File: config.mk
export PLATFORM = sky130hd
export DESIGN_NAME = mips_register_file
export DESIGN_NICKNAME = d
export VERILOG_FILES = /design/src/rtl/regfile_pkg.sv /design/src/rtl/regfile_read_port.sv /design/src/rtl/mips_register_file.sv
export SDC_FILE = /design/constraint.sdc
export NUM_CORES = 2
export LEC_CHECK = 0
export ABC_AREA = 1
export BUFFER_PORTS_ARGS = -buffer_cell sky130_fd_sc_hd__buf_2
export CELL_PAD_IN_SITES_DETAIL_PLACEMENT = 1
export CELL_PAD_IN_SITES_GLOBAL_PLACEMENT = 2
export CORE_MARGIN = 5
export CORE_UTILIZATION = 32
export DETAILED_ROUTE_END_ITERATION = 10
export PLACE_DENSITY_LB_ADDON = 0.1
export REMOVE_ABC_BUFFERS = 1
export SYNTH_ARGS = -nofsm -noshare
export SYNTH_HDL_FRONTEND = slang
export SYNTH_SLANG_ARGS = --single-unit
File: constraint.sdc
create_clock -name Clk -period 1.35 [get_ports Clk]
set_clock_uncertainty 0.15 [all_clocks]
set_input_delay 0.0675 -clock Clk [delete_from_list [all_inputs] [get_ports Clk]]
set_output_delay 0.0675 -clock Clk [all_outputs]
set_load 0.05 [all_outputs]
File: src/rtl/regfile_pkg.sv
// Shared constants and types for the MIPS register file and its read ports.
// Pure declarations: no logic, no latency, no flow control.
package regfile_pkg;
   localparam int DATA_W   = 32;
   localparam int ADDR_W   = 5;
   localparam int NUM_REGS = 2 ** ADDR_W;

   typedef logic [ADDR_W-1:0] reg_addr_t;
   typedef logic [DATA_W-1:0] reg_data_t;

   localparam reg_addr_t ZERO_REG = 5'd0;
endpackage

File: src/rtl/regfile_read_port.sv
// Combinational 32:1 read mux with address 0 forced to zero; zero latency, no backpressure.
module regfile_read_port
   import regfile_pkg::*;
(
   input  logic [NUM_REGS-1:0][DATA_W-1:0] i_regs,
   input  reg_addr_t                       i_addr,
   output reg_data_t                       o_data
);

   always_comb begin
      o_data = '0;
      if (i_addr != ZERO_REG) begin
         o_data = i_regs[i_addr];
      end
   end

endmodule

File: src/rtl/mips_register_file.sv
// 32x32 MIPS register file: 2 async read ports, 1 sync write, no bypass, no backpressure.
// REGFILE_DEBUG_PORTS_EN adds regOut0..regOut31 mirroring each register.
module mips_register_file
   import regfile_pkg::*;
(
   input  logic      Clk,
   input  logic      Rst,
   input  reg_addr_t RA,
   input  reg_addr_t RB,
   input  reg_addr_t RW,
   input  reg_data_t BusW,
   input  logic      RegWr,
   output reg_data_t BusA,
`ifdef REGFILE_DEBUG_PORTS_EN
   output reg_data_t BusB,
   output reg_data_t regOut0,  output reg_data_t regOut1,
   output reg_data_t regOut2,  output reg_data_t regOut3,
   output reg_data_t regOut4,  output reg_data_t regOut5,
   output reg_data_t regOut6,  output reg_data_t regOut7,
   output reg_data_t regOut8,  output reg_data_t regOut9,
   output reg_data_t regOut10, output reg_data_t regOut11,
   output reg_data_t regOut12, output reg_data_t regOut13,
   output reg_data_t regOut14, output reg_data_t regOut15,
   output reg_data_t regOut16, output reg_data_t regOut17,
   output reg_data_t regOut18, output reg_data_t regOut19,
   output reg_data_t regOut20, output reg_data_t regOut21,
   output reg_data_t regOut22, output reg_data_t regOut23,
   output reg_data_t regOut24, output reg_data_t regOut25,
   output reg_data_t regOut26, output reg_data_t regOut27,
   output reg_data_t regOut28, output reg_data_t regOut29,
   output reg_data_t regOut30, output reg_data_t regOut31
`else
   output reg_data_t BusB
`endif
);

   // Register 0 has no storage, so no write address or enable value can disturb it.
   logic [NUM_REGS-1:1][DATA_W-1:0] r_regs;
   logic [NUM_REGS-1:0][DATA_W-1:0] w_regs;

   assign w_regs = {r_regs, DATA_W'(0)};

   always_ff @(posedge Clk) begin
      if (Rst) begin
         r_regs <= '0;
      end else if (RegWr && (RW != ZERO_REG)) begin
         r_regs[RW] <= BusW;
      end
   end

   regfile_read_port u_read_a (
      .i_regs (w_regs),
      .i_addr (RA),
      .o_data (BusA)
   );

   regfile_read_port u_read_b (
      .i_regs (w_regs),
      .i_addr (RB),
      .o_data (BusB)
   );

`ifdef REGFILE_DEBUG_PORTS_EN
   assign regOut0  = w_regs[0];   assign regOut1  = w_regs[1];
   assign regOut2  = w_regs[2];   assign regOut3  = w_regs[3];
   assign regOut4  = w_regs[4];   assign regOut5  = w_regs[5];
   assign regOut6  = w_regs[6];   assign regOut7  = w_regs[7];
   assign regOut8  = w_regs[8];   assign regOut9  = w_regs[9];
   assign regOut10 = w_regs[10];  assign regOut11 = w_regs[11];
   assign regOut12 = w_regs[12];  assign regOut13 = w_regs[13];
   assign regOut14 = w_regs[14];  assign regOut15 = w_regs[15];
   assign regOut16 = w_regs[16];  assign regOut17 = w_regs[17];
   assign regOut18 = w_regs[18];  assign regOut19 = w_regs[19];
   assign regOut20 = w_regs[20];  assign regOut21 = w_regs[21];
   assign regOut22 = w_regs[22];  assign regOut23 = w_regs[23];
   assign regOut24 = w_regs[24];  assign regOut25 = w_regs[25];
   assign regOut26 = w_regs[26];  assign regOut27 = w_regs[27];
   assign regOut28 = w_regs[28];  assign regOut29 = w_regs[29];
   assign regOut30 = w_regs[30];  assign regOut31 = w_regs[31];
`endif

endmodule

==> flow_summary_export.csv <==
group,metric,value,unit
run_status,outcome,"finished, violations left",
run_status,failed_checks,"negative hold slack, negative setup slack",
route,drt_iter0_markers,4953,
final_layout,areaGrowthSynthToFinish,40.21,%
final_layout,multi_input_area,31740,sq um
cts,clk_pin_slew,0.06,ns
final_layout,layout_commonest_cell,"nand2_1",
global_routing,grt_max_degree,79,
synth,synth_cell_types,20,
global_routing,grt_pass1_wl,426300,um
cts,cts.sinks,992,
route,wl_per_cell,24.63,um
final_layout,stdcell_count,11890,
timing,worst_slew_pin_slew,0.4464,ns
worst_setup_path,critPathKind,"reg2out",
route,drcViolationCount,0,
worst_setup_path,crit_path_end_kind,"output port",
synth,ys_seq_area_share,35.97,%
route,drt-vias-per-instance,5.444,
die,fp.dieH,425.4,um
final_layout,largest_register_ffs,992,
placement,postPlaceCellArea,68080,sq um
global_routing,grt_pass1_vias,65260,
final_layout,reg.largest.list,"r_regs (992)",
timing,hold_viol_final,136,
route,dr.max_layer_used,"met4",
power,p_per_area,1046,nW/um^2
cts,cts_buffers,134,
cts,clk_latency,0.78,ns
final_layout,final_cell_mix,"nand2_1, nand3_1, buf_4, nor2_1, a211oi_1",
die,die-area,180900,sq um
timing,setup_violations,64,
synth,ys_ff_latch,992,
final_layout,seq_area,20290,sq um
power,peakVddDrop,1.310,mV
timing,rsz0062_at_grt,"true",
placement,hpwl,188700,um
die,pin_count,114,
route,routed_wirelength,292900,um
flow_run,cap_violations,0,
synth,syn-cell-area,55210,sq um
global_routing,antenna_found_initial,15,
power,leakagePower,32.49,nW
cts,clockBufferDepth,3,
timing,fin_crit,2.161,ns
worst_setup_path,cp.arrival,1.94,ns
worst_setup_path,cp.required,1.13,ns
route,met2_length,136200,um
final_layout,fin_area,77410,sq um
route,ant_nets,0,
cts,cts_root_buf,"clkbuf_16",
worst_setup_path,cp-start-kind,"register",
timing,timing.final.crit_share,160.1,%
timing,max_freq,462.8,MHz
timing,whs,-0.1266,ns
cts,cts_tree,"done",
timing,relSlewSlack,70.24,%
global_routing,grt_use_total,30.68,%
synth,avgSynthCellArea,6.242,sq um
synth,yosys_warnings,0,
placement,place_congestion,0.8564,
timing,setup_slack,-0.8108,ns
global_routing,overflow,0,
die,rows,152,
placement,port-buffer-count,113,
final_layout,largest-register,"r_regs",
route,num_vias,64750,
route,met3_length,15310,um
final_layout,drive_above_1_share,28.90,%
route,wirelength_met1,130200,um
worst_setup_path,worst-path-max-fanout,2,
timing,maxSlewViolCount,0,
cts,htreeDepth,4,
min_path,min-delay-path-class,"in2reg",
die,initial_utilization,32.18,%
synth,synthCells,8844,
placement,dp_cells,11550,
die,core_region_area,171500,sq um
route,dr.pass1.iters,5,
die,fp.dieW,425.4,um
final_layout,layout.nets,9530,
final_layout,fill_cells,21370,
==> metal layers <==
| layer | global-route usage (%) | vias to the layer above |
|---|---|---|
| li1 | - | 30170 |
| met4 | 10.41 | 0 |
| met1 | 40.53 | 32300 |
| met5 | 0 | - |
| met3 | 3.460 | 487 |
| met2 | 51.96 | 1792 |
==> path summary, 6_finish.rpt <==
path                                     to  depth (start not counted)  slack (ns)        start
worst max-delay path               BusB[10]                          8       -0.81  r_regs[906]
worst min-delay path            r_regs[636]                          6       -0.13        RW[2]
worst max register to register  r_regs[598]                          3        0.03  r_regs[598]
worst min register to register  r_regs[406]                          2        0.32  r_regs[406]
==> report_power, final <==
part / leakage (nW) / internal (W) / switching (W)
registers: 8.18 / 0.0296 / 0.000162
clock network: 2.23 / 0.0224 / 0.0147
logic: 22.1 / 0.00513 / 0.00899
total: 32.5 / 0.0572 / 0.0238
==> cell type report <==
cell class                 count  share of cell area, %
clock buffer                 204                  5.355
inverter                     826                  4.148
tap                         2310                  3.734
timing repair buffer        1316                  19.08
sequential                   992                  26.21
clock inverter                33                 0.4639
multi-input combinational   6210                  41.01
antenna                        2               0.006466
==> stage by stage <==
| stage | TNS (ns) | power (W) | setup WS (ns) | hold WS [ns] | utilization (%) |
|---|---|---|---|---|---|
| CTS | -66.49 | 0.08109 | -0.8841 | -0.1530 | 43.81 |
| global placement | -200.81 | 0.04290 | -0.6120 | 0.3128 | 39.69 |
| floorplan | -648.86 | 0.03576 | -7.164 | -0.01343 | - |
| detailed placement | -236.48 | 0.04301 | -0.6105 | 0.3212 | 39.69 |
| finish | -48.73 | 0.08098 | -0.8108 | -0.1266 | 45.12 |
| global route | -54.96 | 0.08368 | -0.8934 | -0.1353 | 45.12 |
==> cells in the mapped netlist <==
library cell | count | area (sq um)
nand4_1 | 96 | 600.6
or2_2 | 9 | 56.30
buf_1 | 144 | 540.5
buf_2 | 265 | 1326
inv_1 | 795 | 2984
o21ai_0 | 43 | 215.2
dfxtp_1 | 992 | 19860
nor2_4 | 1 | 11.26
nand2_1 | 2631 | 9876
nor2_2 | 3 | 18.77
buf_4 | 3 | 22.52
clkinv_1 | 2 | 7.510
nand3_1 | 1566 | 7838
clkbuf_1 | 404 | 1516
nand2_2 | 1 | 6.260
a21oi_1 | 244 | 1221
a211oi_1 | 780 | 5856
nand3_2 | 1 | 10.01
inv_2 | 29 | 108.9
nor2_1 | 835 | 3134
==> critical path: stages, from the launching register on <==
cell	delay, ns
dfxtp_2	0.32
inv_2	0.04
buf_6	0.11
nand2_2	0.05
nand4_1	0.14
nand3_1	0.13
nand3_2	0.11
nand2_2	0.12
buf_8	0.15
==> kinds of logic after synthesis <==
logic type	count (synthesis)	synth area share, %
AND/OR/NAND/NOR	5143	39.04
flip-flops	992	35.97
buffers and inverters	1642	11.78
AO/OA/AOI/OAI	1067	13.21
==> repair_timing <==
action / in CTS / in global routing
pin swaps: 245 / 302
setup buffers: 24 / 35
hold endpoints to repair: 992 / 190
gates resized for setup: 815 / 652
gates cloned: 0 / 9
hold buffers: 40 / 2
endpoints found under the setup margin: 64 / 897
No activity file was read; power rests on OpenSTA's default activity.
